<file path="config.mk">
export PLATFORM = sky130hd
export DESIGN_NAME = z16_mem_arbiter
export DESIGN_NICKNAME = d
export VERILOG_FILES = /design/src/rtl/z16_mem_arbiter.sv
export SDC_FILE = /design/constraint.sdc
export NUM_CORES = 1
export LEC_CHECK = 0
export CAP_MARGIN = 20
export CORE_UTILIZATION = 20
export CTS_CLUSTER_DIAMETER = 150
export DETAILED_ROUTE_END_ITERATION = 10
export GPL_ROUTABILITY_DRIVEN = 0
export MAX_ROUTING_LAYER = met4
export PLACE_DENSITY = 0.86
export SLEW_MARGIN = 20
export SYNTH_ARGS = -nofsm -noshare
export SYNTH_HDL_FRONTEND = slang
export SYNTH_SLANG_ARGS = --single-unit
export TNS_END_PERCENT = 10
</file>
<file path="constraint.sdc">
create_clock -name i_clk -period 3.9 [get_ports i_clk]
set_clock_uncertainty 0.15 [all_clocks]
set_input_delay 0.975 -clock i_clk [delete_from_list [all_inputs] [get_ports i_clk]]
set_output_delay 0.975 -clock i_clk [all_outputs]
set_load 0.005 [all_outputs]
</file>
<file path="src/rtl/z16_mem_arbiter.sv">
// Round-robin arbiter sharing the Z16 single-port data memory between CPU (port 0) and loader (port 1).
// Define Z16_MEM_ARB_LOCK_EN to enable burst locking via i_lock0/i_lock1.
module z16_mem_arbiter #(
  parameter int ADDR_W = 16,
  parameter int DATA_W = 16
) (
  input  logic              i_clk,
  input  logic              i_rst_n,
  input  logic              i_req0,
  input  logic              i_req1,
  input  logic              i_wen0,
  input  logic              i_wen1,
  input  logic [ADDR_W-1:0] i_addr0,
  input  logic [ADDR_W-1:0] i_addr1,
  input  logic [DATA_W-1:0] i_wdata0,
  input  logic [DATA_W-1:0] i_wdata1,
  input  logic              i_lock0,
  input  logic              i_lock1,
  output logic              o_gnt0,
  output logic              o_gnt1,
  output logic              o_rvalid0,
  output logic              o_rvalid1,
  output logic [DATA_W-1:0] o_rdata,
  output logic [ADDR_W-1:0] o_mem_addr,
  output logic              o_mem_wen,
  output logic [DATA_W-1:0] o_mem_wdata,
  input  logic [DATA_W-1:0] i_mem_rdata
);

  logic [1:0] req, wen, gnt;
  logic [1:0] r_rvalid;
  logic       r_prio;
  logic       arb_open;

  assign req = {i_req1, i_req0};
  assign wen = {i_wen1, i_wen0};

`ifdef Z16_MEM_ARB_LOCK_EN
  typedef enum logic {IDLE, LOCKED} state_t;
  state_t     r_state;
  logic       r_owner;
  logic [1:0] lock;

  assign lock = {i_lock1, i_lock0};
  // A locked owner that drops req releases the memory in that same cycle.
  assign arb_open = (r_state == IDLE) || !req[r_owner];
`else
  logic lock_unused;
  assign lock_unused = i_lock0 ^ i_lock1;
  assign arb_open    = 1'b1;
`endif

  always_comb begin
    gnt = '0;
    if (arb_open) begin
      if (&req) gnt[r_prio] = 1'b1;
      else      gnt = req;
    end
`ifdef Z16_MEM_ARB_LOCK_EN
    else begin
      gnt[r_owner] = 1'b1;
    end
`endif
  end

  always_ff @(posedge i_clk or negedge i_rst_n) begin
    if (!i_rst_n) begin
      r_prio   <= 1'b0;
      r_rvalid <= '0;
`ifdef Z16_MEM_ARB_LOCK_EN
      r_state  <= IDLE;
      r_owner  <= 1'b0;
`endif
    end else begin
      r_rvalid <= gnt & ~wen;
      if (arb_open) begin
        // Pointer moves to whichever port was not just served.
        if (|gnt) r_prio <= gnt[0];
`ifdef Z16_MEM_ARB_LOCK_EN
        r_state <= (|(gnt & lock)) ? LOCKED : IDLE;
        if (|gnt) r_owner <= gnt[1];
      end else if (!lock[r_owner]) begin
        r_state <= IDLE;
        r_prio  <= ~r_owner;
`endif
      end
    end
  end

  always_comb begin
    o_mem_addr  = '0;
    o_mem_wen   = 1'b0;
    o_mem_wdata = '0;
    if (gnt[0]) begin
      o_mem_addr  = i_addr0;
      o_mem_wen   = i_wen0;
      o_mem_wdata = i_wdata0;
    end else if (gnt[1]) begin
      o_mem_addr  = i_addr1;
      o_mem_wen   = i_wen1;
      o_mem_wdata = i_wdata1;
    end
  end

  assign o_gnt0    = gnt[0];
  assign o_gnt1    = gnt[1];
  assign o_rvalid0 = r_rvalid[0];
  assign o_rvalid1 = r_rvalid[1];
  assign o_rdata   = i_mem_rdata;

endmodule

</file>
==> impl_metrics.tcl, run 1 <==
set metrics [dict create \
    switchingPower_mw 0.0916 \
    core_area_sq_mm 0.00315 \
    hp-class "reg2reg" \
    design_area_sq_mm 0.00167 \
    hold_ws_ns 0.449 \
    nets 249 \
    crit_type "in2out" \
    syn_to_final_growth_pct 144 \
    worst_pin_slew_ns 0.220 \
    final_cell_mix "clkdlybuf4s50_1 (106), a32o_1 (33), buf_4 (5), clkbuf_4 (3), dfrtp_1 (3)" \
    cts_tree "done" \
    dpl.cell_count 200 \
    synthesis.nets 159 \
    holdBufCountCts 0 \
    r2r_cells 3 \
    maxSlewViolCount 0 \
    setup_viol 0 \
    gr-total-overflow 0 \
    clock_latency_ns 0.23 \
    drc 0 \
    syn_inst 71 \
    swShare_pct 28.2 \
    synth_cell_types 15 \
    drt_first_pass_iters 5 \
    fill_cells 320 \
    cp-start-kind "input port" \
    die_h_microns 60.4 \
    cts_setup_buffers 0 \
    fin_cells 204 \
    hold_depth 1 \
    register_area_sq_um 75.1 \
    dp_hpwl_mm 2.71 \
    syn_avg_cell_area_sq_um 9.60 \
    p_per_area_mw_per_mm2 195 \
    timing.fmax_mhz 266 \
    ios 141 \
    hp-start "r_prio$_DFFE_PN0P_" \
    ys_ff_latch 3 \
    timing.rr.end "r_rvalid[0]$_DFF_PN0_" \
    initial_core_util_pct 21.6 \
    clock-sinks 3 \
    die_w_microns 60.4 \
    grt_pass1_wl_mm 4.71 \
    grt_start_max_net_pins 23 \
    drt-wirelength-per-cell_microns 16.8 \
    hold_viol 0 \
    peakVddDrop_mv 0.0761 \
    n_antenna_cell 0 \
    h-tree-depth 1 \
    outcome "finished clean" \
    post_cts_resized 0 \
    die_area_sq_mm 0.00365 \
    min_to "r_prio$_DFFE_PN0P_" \
    netlist_area_sq_um 682 \
    r2r_slack_ns 2.76 \
    leakage_nw 0.600 \
    portBuffers 106 \
    clkTransAtPathRegs_ns 0.04 \
    cts-buffers-inserted 3 \
    ant_nets 0 \
    yosysWarnings 0 \
    internal_power_mw 0.234 \
    final_layout_size_suffix_gt1_share_pct 7.50 \
    fin_crit_sh_pct 96.4 \
    critPathRequiredTime_ns 2.77 \
    rows 20 \
    yosysSeqAreaShare_pct 11.0 \
    clockBufferDepth 2 \
    antenna_found_initial 0 \
    grt_pass1_vias 1010 \
    cp.arrival_ns 2.63 \
    p_comb_share_pct 71.9 \
    final_common_cell "clkdlybuf4s50_1" \
    cap_viol_max_count 0 \
    finalCriticalPeriod_ns 3.76 \
    maxSlewHeadroom_pct 85.3 \
    grt_util_all_layers_pct 17.9 \
    end_kind "output pin" \
    placed_cell_area_sq_mm 0.00164 \
    cp_max_fo 14 \
    seq_power_share_pct 11.3 \
    multiInputGateArea_sq_um 388 \
    totalWireLength_mm 3.43 \
    p_clk_share_pct 16.8 \
    clockRootBuffer "clkbuf_4" \
    drtIter0Drc 40 \
    rsz0062_at_grt "no" \
    num_vias 1017 \
    detail_route.vias_per_cell 4.99 \
    reg2reg_from "r_prio$_DFFE_PN0P_" \
    finalSetupTns_ns 0 \
]
## cell families after synthesis
kind of cell | count (synthesis) | share of synthesized area, %
flip-flops | 3 | 11.0
AND/OR/NAND/NOR | 5 | 4.40
AO/OA/AOI/OAI | 35 | 52.5
buffers and inverters | 28 | 32.1
## power groups by stage
stage / sequential (mW) / clock [mW] / combinational, mW
4_1_cts: 0.0368 / 0.0579 / 0.235
3_5_place_dp: 0.0372 / 0 / 0.232
6_report: 0.0367 / 0.0547 / 0.234
2_1_floorplan: 0.0369 / 0 / 0.0952
5_1_grt: 0.0371 / 0.0598 / 0.248
3_3_place_gp: 0.0372 / 0 / 0.229
## cells in the mapped netlist, drive strengths merged
library cell / instances / area (sq um)
a32o: 33 / 330
buf: 24 / 204
clkbuf: 3 / 11.3
dfrtp: 3 / 75.1
a21boi: 1 / 18.8
a21o: 1 / 8.76
and2b: 1 / 8.76
inv: 1 / 3.75
nand2b: 1 / 6.26
nor2: 1 / 3.75
nor2b: 1 / 6.26
nor3: 1 / 5.00
## critical path: stages
cell and delay (ns):
clkdlybuf4s50_1 0.51, a21boi_4 0.22, buf_4 0.22, a32o_1 0.17, clkdlybuf4s50_1 0.53
## metal layers
metal	track usage [%]	wire length, microns
met1	20.2	1320
met2	32.2	1820
met3	3.62	293
met4	4.32	0
met5	-	0
## worst max path at each step
stage / from / end / slack (ns) / cells past startpoint
CTS: i_req0 / o_mem_addr[0] / 0.14 / 5
global placement: i_req0 / o_mem_addr[0] / 0.18 / 5
floorplan: i_req1 / o_mem_wdata[10] / 1.13 / 4
global route: i_req0 / o_mem_addr[0] / 0.08 / 5
detailed placement: i_req0 / o_mem_addr[0] / 0.15 / 5
finish: i_req0 / o_mem_addr[0] / 0.14 / 5
## flip-flops by register name, summed over array words and instances (netlist names)
register	count
r_prio	1
r_rvalid	2
## stage by stage
step	total power [mW]	utilization, %	setup slack, ns
floorplan	0.132	-	1.13
global placement	0.266	52.0	0.176
detailed placement	0.269	52.0	0.149
CTS	0.330	52.9	0.140
global route	0.345	52.9	0.0832
finish	0.325	52.9	0.141
## final cells by class
class,instances,area share [%]
timing repair buffer,112,67.1
multi-input combinational,40,23.3
sequential,3,4.50
tap,44,3.30
clock buffer,4,1.58
inverter,1,0.225
Power figures use the tool's default switching activity.
==> run 2, diff against run 1 <==
--- a/config.mk
+++ b/config.mk
@@ -16,4 +16,3 @@
 export SYNTH_ARGS = -nofsm -noshare
 export SYNTH_HDL_FRONTEND = slang
 export SYNTH_SLANG_ARGS = --single-unit
-export TNS_END_PERCENT = 10
==> results of run 2 <==
Final layout, timing and power as in run 1 (identical DEF).
==> run 3, diff against run 2 <==
==> constraint.sdc (replaced) <==
create_clock -name i_clk -period 3.9 [get_ports i_clk]
set_clock_uncertainty 0.15 [all_clocks]
set_input_delay 0.39 -clock i_clk [delete_from_list [all_inputs] [get_ports i_clk]]
set_output_delay 0.39 -clock i_clk [all_outputs]
set_load 0.005 [all_outputs]
==> impl_metrics.tcl, run 3 (same netlist as run 1, synthesis figures left out) <==
set metrics [dict create \
    design_area_sq_mm 0.00162 \
    drt-wirelength-per-cell_microns 16.9 \
    drt_first_pass_iters 4 \
    cts_setup_buffers 0 \
    cap_viol_max_count 0 \
    final_common_cell "clkdlybuf4s50_1" \
    hp-class "in2async" \
    final_util_pct 51.3 \
    nets 244 \
    die_area_sq_mm 0.00365 \
    ios 141 \
    end_kind "output pin" \
    crit_type "in2out" \
    cp.arrival_ns 2.43 \
    switchingPower_mw 0.0907 \
    maxSlewHeadroom_pct 39.8 \
    cts-buffers-inserted 3 \
    drc 0 \
    holdBufCountCts 0 \
    num_vias 1003 \
    clkTransAtPathRegs_ns 0.04 \
    grt_util_all_layers_pct 17.7 \
    clock_latency_ns 0.23 \
    ant_nets 0 \
    grt_start_max_net_pins 36 \
    largest_register_ffs 2 \
    hold_ws_ns 0.187 \
    critPathRequiredTime_ns 3.36 \
    initial_core_util_pct 21.6 \
    p_comb_share_pct 70.9 \
    peakVddDrop_mv 0.0851 \
    drtIter0Drc 70 \
    rows 20 \
    worst_pin_slew_ns 0.901 \
    die_w_microns 60.4 \
    leakage_nw 0.572 \
    final_layout_size_suffix_gt1_share_pct 5.16 \
    finalCriticalPeriod_ns 2.97 \
    grt_pass1_vias 1016 \
    p_per_area_mw_per_mm2 196 \
    h-tree-depth 1 \
    internal_power_mw 0.226 \
    maxSlewViolCount 0 \
    clock-sinks 3 \
    timing.fmax_mhz 337 \
    totalWireLength_mm 3.36 \
    setup_viol 0 \
    largest_register "r_rvalid" \
    grt_pass1_wl_mm 4.65 \
    finalSetupTns_ns 0 \
    reg_top3 "r_rvalid: 2 flops, r_prio: 1 flops" \
    outcome "finished clean" \
    post_cts_resized 0 \
    gr-total-overflow 0 \
    cts_tree "done" \
    fin_crit_sh_pct 76.1 \
    antenna_found_initial 0 \
    core_area_sq_mm 0.00315 \
    cp-start-kind "input port" \
    syn_to_final_growth_pct 137 \
    n_antenna_cell 0 \
    detail_route.vias_per_cell 5.04 \
    p_clk_share_pct 17.4 \
    worst_slack_ns 0.934 \
    seq_power_share_pct 11.7 \
    portBuffers 106 \
    clockBufferDepth 2 \
    dp_hpwl_mm 2.55 \
    clockRootBuffer "clkbuf_4" \
    placed_cell_area_sq_mm 0.00159 \
    hold_viol 0 \
    cp_max_fo 35 \
    swShare_pct 28.6 \
    die_h_microns 60.4 \
    final_cell_mix "clkdlybuf4s50_1 (106), a32o_1 (33), clkbuf_4 (3), dfrtp_1 (3)" \
    rsz0062_at_grt "no" \
    pre_cts_ws_ns 0.840 \
]
## run 3: final timing paths
| kind | from | end | slack (ns) | depth (start not counted) |
|---|---|---|---|---|
| min in group i_clk | r_prio$_DFFE_PN0P_ | r_prio$_DFFE_PN0P_ | 0.47 | 1 |
| worst min register to register | r_prio$_DFFE_PN0P_ | r_prio$_DFFE_PN0P_ | 0.47 | 1 |
| max in group asynchronous | i_rst_n | r_prio$_DFFE_PN0P_ | 3.26 | 1 |
| worst min-delay path | i_rst_n | r_rvalid[0]$_DFF_PN0_ | 0.19 | 1 |
| worst max register to register | r_prio$_DFFE_PN0P_ | r_rvalid[0]$_DFF_PN0_ | 2.32 | 2 |
| worst max-delay path | i_req0 | o_mem_wdata[12] | 0.93 | 4 |
## run 3: power groups by stage
stage / registers (mW) / clock network [mW] / logic, mW
2_1_floorplan: 0.0369 / 0 / 0.0952
3_3_place_gp: 0.0369 / 0 / 0.220
3_5_place_dp: 0.0373 / 0 / 0.223
4_1_cts: 0.0372 / 0.0576 / 0.226
5_1_grt: 0.0374 / 0.0616 / 0.239
6_report: 0.0371 / 0.0552 / 0.225
## run 3: stage by stage
| stage | instances | total power, mW |
|---|---|---|
| 2_1_floorplan | 71 | 0.132 |
| 3_3_place_gp | 195 | 0.257 |
| 3_5_place_dp | 195 | 0.260 |
| 4_1_cts | 199 | 0.320 |
| 5_1_grt | 199 | 0.338 |
| 6_report | 199 | 0.317 |
## run 3: critical path, stage by stage
cell and delay (ns):
clkdlybuf4s50_1 0.51, a21boi_4 0.75, a32o_1 0.25, clkdlybuf4s50_1 0.52
## run 3: layer usage
metal / routed length (microns) / GRT usage (%) / share of wire, % / vias up
met2: 1710 / 31.2 / 51 / 84
li1: - / - / - / 454
met1: 1310 / 20.5 / 39 / 463
met4: 15 / 5.32 / 0.45 / 0
met3: 312 / 2.77 / 9.3 / 2
met5: 0 / - / 0 / -
## run 3: area by class of cell
cell class / instances / area [sq um]
multi-input combinational: 40 / 390
fill: 302 / 1530
clock buffer: 4 / 26.3
tap: 44 / 55.1
inverter: 1 / 3.75
timing repair buffer: 107 / 1070
sequential: 3 / 75.1
